$ cat src/rtl/aap_fetch_stage.sv
// Instruction fetch stage: a rate divider paces single-word fetches from
// instruction memory. One instruction is in flight at a time; it is held
// for the decoder until accepted, and redirect or reset abandons it.
//
// state | meaning
// IDLE  | waiting for a divider tick (live or pending)
// REQ   | read strobe out for one clock at address pc
// WAIT  | memory data returns this clock; capture it and advance pc
// HOLD  | instruction presented to decoder until handshake
module aap_fetch_stage #(
  parameter logic [15:0] RESET_PC = 16'h0000,
  parameter int          DIV_MAX  = 217
) (
  input  logic        CLOCK_50,
  input  logic        reset,
  output logic        imem_rd,
  output logic [15:0] imem_addr,
  input  logic [15:0] imem_rdata,
  output logic [15:0] fetchoutput,
  output logic [15:0] fetch_pc,
  output logic        fetch_valid,
  input  logic        dec_ready,
  input  logic        redirect,
  input  logic [15:0] redirect_pc
);

  localparam logic [9:0] DIV_TC = DIV_MAX[9:0];

  typedef enum logic [1:0] {IDLE, REQ, WAIT, HOLD} state_t;

  state_t      state;
  state_t      state_next;
  logic [9:0]  div_cnt;
  logic        tick;
  logic        tick_pending;
  logic        enter_req;
  logic [15:0] pc;

  assign tick      = (div_cnt == DIV_TC);
  assign imem_addr = pc;
  assign enter_req = (state == IDLE) && (state_next == REQ);

  // Free-running fetch-rate divider, wraps at DIV_TC.
  always_ff @(posedge CLOCK_50) begin
    if (reset)     div_cnt <= '0;
    else if (tick) div_cnt <= '0;
    else           div_cnt <= div_cnt + 10'd1;
  end

  // Remember ticks that arrive while busy; the tick that starts a fetch is consumed.
  always_ff @(posedge CLOCK_50) begin
    if (reset)          tick_pending <= 1'b0;
    else if (enter_req) tick_pending <= 1'b0;
    else if (tick)      tick_pending <= 1'b1;
  end

  // FSM state register.
  always_ff @(posedge CLOCK_50) begin
    if (reset) state <= IDLE;
    else       state <= state_next;
  end

  // Next-state and read strobe; redirect overrides everything, including a handshake.
  always_comb begin
    state_next = state;
    imem_rd    = 1'b0;
    case (state)
      IDLE: if (tick || tick_pending) state_next = REQ;
      REQ: begin
        imem_rd    = 1'b1;
        state_next = WAIT;
      end
      WAIT: state_next = HOLD;
      HOLD: if (fetch_valid && dec_ready) state_next = IDLE;
      default: state_next = IDLE;
    endcase
    if (redirect) state_next = IDLE;
  end

  // PC and decoder-facing registers; read data is dropped if redirect hits in WAIT.
  always_ff @(posedge CLOCK_50) begin
    if (reset) begin
      pc          <= RESET_PC;
      fetch_valid <= 1'b0;
      fetchoutput <= '0;
      fetch_pc    <= '0;
    end else if (redirect) begin
      pc          <= redirect_pc;
      fetch_valid <= 1'b0;
    end else begin
      case (state)
        WAIT: begin
          fetchoutput <= imem_rdata;
          fetch_pc    <= pc;
          fetch_valid <= 1'b1;
          pc          <= pc + 16'd1;
        end
        HOLD: if (fetch_valid && dec_ready) fetch_valid <= 1'b0;
        default: ;
      endcase
    end
  end

endmodule

$ cat config.mk
export PLATFORM = sky130hd
export DESIGN_NAME = aap_fetch_stage
export DESIGN_NICKNAME = d
export VERILOG_FILES = /design/src/rtl/aap_fetch_stage.sv
export SDC_FILE = /design/constraint.sdc
export NUM_CORES = 1
export LEC_CHECK = 0
export ABC_CLOCK_PERIOD_IN_PS = 4600
export BUFFER_PORTS_ARGS = -buffer_cell sky130_fd_sc_hd__buf_2
export CORE_UTILIZATION = 53
export DETAILED_ROUTE_END_ITERATION = 6
export PLACE_DENSITY = 0.83
export SYNTH_ARGS = -nofsm -noshare
export SYNTH_HDL_FRONTEND = slang
export SYNTH_SLANG_ARGS = --single-unit
$ cat constraint.sdc
create_clock -name CLOCK_50 -period 4.6 [get_ports CLOCK_50]
set_input_delay 0.23 -clock CLOCK_50 [delete_from_list [all_inputs] [get_ports CLOCK_50]]
set_output_delay 0.23 -clock CLOCK_50 [all_outputs]
set_load 0.05 [all_outputs]
==> flow_metrics.tcl, run 1 <==
set metrics [dict create \
    path_clk_slew_ns 0.07 \
    synth_cell_type_count 35 \
    nNetsFinal 429 \
    layout_commonest_cell "buf_2" \
    cts_root_buf "clkbuf_8" \
    ant_nets 0 \
    swShare_pct 25.6 \
    syn_to_final_growth_pct 23.8 \
    crit_type "input port to flop" \
    critPathBufInv 2 \
    chipHeight_microns 71.6 \
    fin_setup_tns_ns 0 \
    layout-drive-gt1-share_pct 26.3 \
    place_congestion 0.801 \
    hold_path_class "input port to flop" \
    slew_headroom_pct 29.2 \
    firstDrtPassIters 4 \
    rsz0062_at_grt "false" \
    cts_resized 0 \
    vias 2365 \
    coreArea_sq_um 4500 \
    die_area_sq_um 5120 \
    cts.sinks 62 \
    cpPeakStageDelay_ns 0.87 \
    grt_first_pass_wirelength_microns 9230 \
    syn_nets 352 \
    synth_area_per_cell_sq_um 8.20 \
    clk_latency_ns 0.34 \
    cts_tree "built" \
    fin_area_sq_um 3180 \
    period_minus_slack_ns 2.07 \
    grt_pass1_vias 2092 \
    grt_max_degree 54 \
    place_area_sq_um 2990 \
    worst_clock_skew_ns 0.00808 \
    io_buffers 85 \
    drt_wl_total_microns 5540 \
    arrival_ns 2.25 \
    cpMostUsedCell "nand2_1" \
    grt_overflow 0 \
    htree_levels 3 \
    antenna_found_initial 0 \
    power_density_nw_per_um2 346 \
    clkPwrFrac_pct 39.7 \
    drcViolationCount 0 \
    fmax_mhz 482 \
    fill_cells 366 \
    initial_core_util_pct 57.0 \
    wire_per_inst_microns 12.4 \
    crit_path_top_delay_cell "nand2_1" \
    cp-end-kind "flop" \
    syn_inst 313 \
    drt_iter0_markers 114 \
    comb_power_share_pct 8.8 \
    cts_hold_buf 0 \
    cts_buffers 9 \
    ios 86 \
    ys_seq_area_share_pct 48.4 \
    seqPwrFrac_pct 51.5 \
    ys_warn_count 0 \
    most-common-layout-cells "85 x buf_2, 76 x nand2_1, 62 x dfxtp_1" \
    dp_hpwl_microns 3750 \
    cp_max_fo 32 \
    cp_top_family "simple AND/OR/NAND/NOR gates" \
    p_int_mw 0.818 \
    startpoint_type "input port" \
    status "finished, final reports clean" \
    ir_worst_vdd_uv 297 \
    rows 24 \
    post_cts_buffers 0 \
    finalCritPeriodShare_pct 45.1 \
    track_usage_pct 23.3 \
    vias_per_cell 5.29 \
    hold_viol 0 \
    maxCapViolations 0 \
    netSwitchingPower_mw 0.282 \
    drv_slew 0 \
    die_w_microns 71.6 \
    diodes 0 \
    place_ws_ns 2.20 \
    worst_pin_slew_ns 1.06 \
    leakagePower_nw 1.34 \
    worst_slack_ns 2.53 \
    netlist_area_sq_um 2570 \
    crit_chain "buf_2, inv_1, nand2_1, nand2_1, a21oi_1" \
    synth_seq_cells 62 \
    required_ns 4.78 \
    cts_buffer_depth 2 \
    setup_violations 0 \
]
[logic make-up (layout without fill, tap and decap cells)]
kind of cell / count (synthesis) / after routing / synth area share, %
simple gates: 145 / 145 / 26.0
fa+ha+maj: 3 / 3 / 1.46
flops: 62 / 62 / 48.4
xor+xnor: 20 / 20 / 6.83
buf+inv: 25 / 107 / 3.66
compound gates: 58 / 58 / 13.7
[synth_stat cells]
cell type   n  area share [%]
a211oi_1    9             2.6
clkbuf_1   20             2.9
a21o_1      2            0.58
dfxtp_1    62              48
o41ai_1     1            0.34
xnor2_1    10             3.4
nor4_1      3            0.73
nand3_1    10             2.0
nand2_1    76              11
o21bai_1    1            0.29
a311oi_1    4             1.4
nand4_1     4            0.97
o21ai_0     2            0.39
nor2_1     27             3.9
and2_1      2            0.49
nor3b_1     1            0.29
or3_1       1            0.24
nand3b_1    1            0.29
nor3_1      5            0.97
and4_2      1            0.39
nor2b_1     2            0.49
inv_1       5            0.73
nand4b_1    2            0.68
xor2_1     10             3.4
and3_1      4            0.97
a41oi_1     2            0.68
and4b_1     1            0.39
a41o_1      1            0.39
or4_1       1            0.29
and3b_1     1            0.34
nand4_4     1            0.83
a21oi_1    36             7.0
ha_1        3             1.5
nand2b_1    1            0.24
and4_1      1            0.34
[worst min-delay path, delay by kind of cell]
kind / cells / cell delay (ns)
AO/OA/AOI/OAI: 1 / 0.05
buffers and inverters: 1 / 0.09
AND/OR/NAND/NOR: 1 / 0.04
[area by class of cell]
| cell class | instances | area (sq um) | share of cell area [%] |
|---|---|---|---|
| clock inverters | 3 | 17.5 | 0.551 |
| clock buffers | 13 | 169 | 5.31 |
| inverters | 5 | 18.8 | 0.591 |
| well taps | 52 | 65.1 | 2.05 |
| repair buffers | 86 | 433 | 13.6 |
| multi-input cells | 226 | 1230 | 38.8 |
| flip-flops and latches | 62 | 1240 | 39.1 |
[power by group through the flow]
stage	logic, mW	registers [mW]	clock network [mW]
after global placement	0.0950	0.578	0
after CTS	0.0968	0.566	0.446
final	0.0967	0.567	0.437
after detailed placement	0.0961	0.578	0
after global routing	0.105	0.568	0.468
after floorplan	0.0340	0.608	0
[layer usage]
layer	GRT usage (%)	wire [microns]
met4	8.28	68
met5	0	0
met3	8.86	381
met2	36.7	2500
met1	29.3	2590
[registers in the layout, summed over array words and instances, names as in the netlist]
| register | flops |
|---|---|
| state | 2 |
| fetchoutput | 16 |
| tick_pending | 1 |
| imem_addr | 16 |
| fetch_pc | 16 |
| div_cnt | 10 |
| fetch_valid | 1 |
[worst paths after layout]
| check | depth (start not counted) | slack, ns | start | end |
|---|---|---|---|---|
| setup / recovery | 5 | 2.53 | redirect | fetchoutput[7] |
| hold / removal | 3 | 0.13 | imem_rdata[3] | fetchoutput[3] |
| setup reg to reg | 4 | 2.57 | state[1] | fetchoutput[7] |
| hold reg to reg | 2 | 0.45 | fetchoutput[11] | fetchoutput[11] |
[stage by stage]
step / std cells / utilization [%] / hold WS (ns) / total power [mW]
after floorplan: 313 / - / 0.366 / 0.642
after global placement: 431 / 66.4 / 0.438 / 0.673
after detailed placement: 431 / 66.4 / 0.446 / 0.674
after CTS: 447 / 70.6 / 0.116 / 1.11
after global routing: 447 / 70.6 / 0.128 / 1.14
final: 447 / 70.6 / 0.126 / 1.10
(Power assumes the default switching activity.)
==> run 2, diff against run 1 <==
==> config.mk (replaced) <==
export PLATFORM = sky130hd
export DESIGN_NAME = aap_fetch_stage
export DESIGN_NICKNAME = d
export VERILOG_FILES = /design/src/rtl/aap_fetch_stage.sv
export SDC_FILE = /design/constraint.sdc
export NUM_CORES = 1
export LEC_CHECK = 0
export ABC_CLOCK_PERIOD_IN_PS = 1870
export BUFFER_PORTS_ARGS = -buffer_cell sky130_fd_sc_hd__buf_2
export CORE_UTILIZATION = 45
export DETAILED_ROUTE_END_ITERATION = 6
export PLACE_DENSITY = 0.75
export SYNTH_ARGS = -nofsm -noshare
export SYNTH_HDL_FRONTEND = slang
export SYNTH_SLANG_ARGS = --single-unit
==> constraint.sdc (replaced) <==
create_clock -name CLOCK_50 -period 1.87 [get_ports CLOCK_50]
set_input_delay 0.0935 -clock CLOCK_50 [delete_from_list [all_inputs] [get_ports CLOCK_50]]
set_output_delay 0.0935 -clock CLOCK_50 [all_outputs]
set_load 0.05 [all_outputs]
==> flow_metrics.tcl, run 2 (same netlist as run 1, synthesis figures left out) <==
set metrics [dict create \
    status "finished, final reports clean" \
    chipHeight_microns 77.5 \
    ant_nets 0 \
    most-common-layout-cells "85 x buf_2, 76 x nand2_1, 52 x dfxtp_1" \
    coreArea_sq_um 5510 \
    cts_buffer_depth 2 \
    grt_max_degree 31 \
    hold_viol 0 \
    cts_root_buf "clkbuf_8" \
    crit_type "flop to flop" \
    firstDrtPassIters 4 \
    comb_power_share_pct 9.9 \
    leakagePower_nw 1.46 \
    layout-drive-gt1-share_pct 29.4 \
    grtUsageMet2_pct 35.8 \
    path_clk_slew_ns 0.07 \
    cp-end-kind "flop" \
    fmax_mhz 570 \
    swShare_pct 25.9 \
    crit_chain "nand4_4, or4_4, or3_1, a311oi_1" \
    die_area_sq_um 6010 \
    cp_max_fo 7 \
    drt_wl_total_microns 6320 \
    nNetsFinal 454 \
    worst_pin_slew_ns 0.340 \
    layout_commonest_cell "buf_2" \
    vias 2480 \
    drcViolationCount 0 \
    ios 86 \
    hold_path_class "input port to flop" \
    setup_violations 0 \
    cpPeakStageDelay_ns 0.54 \
    period_minus_slack_ns 1.76 \
    ir_worst_vdd_uv 616 \
    dp_hpwl_microns 4150 \
    arrival_ns 2.01 \
    drv_slew 0 \
    dp.cells 460 \
    clk_latency_ns 0.34 \
    required_ns 2.12 \
    busiest_layer "met2" \
    vias_per_cell 5.05 \
    cts_buffers 9 \
    crit_path_top_delay_cell "or4_4" \
    grt_first_pass_wirelength_microns 10100 \
    grt_overflow 0 \
    rows 27 \
    worst_clock_skew_ns 0.00693 \
    htree_levels 3 \
    grt_pass1_vias 2297 \
    track_usage_pct 21.8 \
    p_int_mw 2.04 \
    antenna_found_initial 0 \
    clkPwrFrac_pct 39.5 \
    cts.sinks 62 \
    slew_headroom_pct 77.1 \
    rsz0062_at_grt "false" \
    initial_core_util_pct 46.6 \
    maxCapViolations 0 \
    power_density_nw_per_um2 794 \
    seqPwrFrac_pct 50.6 \
    grt_use_met3_pct 5.53 \
    post_cts_buffers 0 \
    netSwitchingPower_mw 0.712 \
    finalCritPeriodShare_pct 93.9 \
    die_w_microns 77.5 \
    syn_to_final_growth_pct 35.1 \
    cts_tree "built" \
    final-instance-count-excl-fill 491 \
    wire_per_inst_microns 12.9 \
    fin_setup_tns_ns 0 \
    place_congestion 0.814 \
    startpoint_type "flop" \
    drt_iter0_markers 125 \
    io_buffers 85 \
    diodes 0 \
    met1_usage_pct 25.2 \
]
## run 2: repair_timing
action / CTS / global route
hold buffers: 16 / 0
gates resized for setup: 0 / 1
hold endpoints to repair: 16 / 0
setup endpoints to repair: 0 / 1
## run 2: area by class of cell
| cell class | instances | area [sq um] |
|---|---|---|
| sequential | 62 | 1260 |
| fill | 471 | 2040 |
| timing repair buffer | 111 | 673 |
| clock buffer | 12 | 166 |
| multi-input combinational | 226 | 1240 |
| tap | 72 | 90.1 |
| inverter | 5 | 18.8 |
| clock inverter | 3 | 16.3 |
## run 2: path summary, 6_finish.rpt
kind,endpoint,startpoint,cells after the start,slack (ns)
min,imem_addr[14],redirect_pc[14],3,0.02
max reg2reg,imem_addr[15],imem_addr[5],4,0.11
min reg2reg,fetchoutput[1],fetchoutput[1],2,0.45
max,imem_addr[15],imem_addr[5],4,0.11
## run 2: power groups by stage
stage          logic (mW)  clock network (mW)  registers [mW]
6_report            0.273                1.09            1.39
3_3_place_gp        0.245                   0            1.42
2_1_floorplan      0.0835                   0            1.50
3_5_place_dp        0.245                   0            1.42
4_1_cts             0.273                1.11            1.39
5_1_grt             0.292                1.17            1.40
## run 2: metal layers
layer | vias up | wire length (microns)
met1 | 1116 | 2770
li1 | 1268 | -
met5 | - | 0
met2 | 81 | 2990
met3 | 15 | 411
met4 | 0 | 143
## run 2: stage by stage
stage               area, sq um  utilization (%)  setup slack, ns  total power, mW  hold slack (ns)
finish                     3470             62.9            0.115             2.75           0.0156
global route               3470             62.9           0.0186             2.86           0.0286
CTS                        3460             62.9           0.0920             2.78         0.000694
floorplan                  2590                -          0.00167             1.58            0.228
global placement           3120             56.6            0.151             1.66            0.334
detailed placement         3120             56.6           0.0899             1.67            0.340
## run 2: worst max-delay path: cells and delay by family, from the launching register on
kind / cells / cell delay, ns
AO/OA/AOI/OAI: 1 / 0.24
AND/OR/NAND/NOR: 3 / 1.04
flip-flops: 1 / 0.39
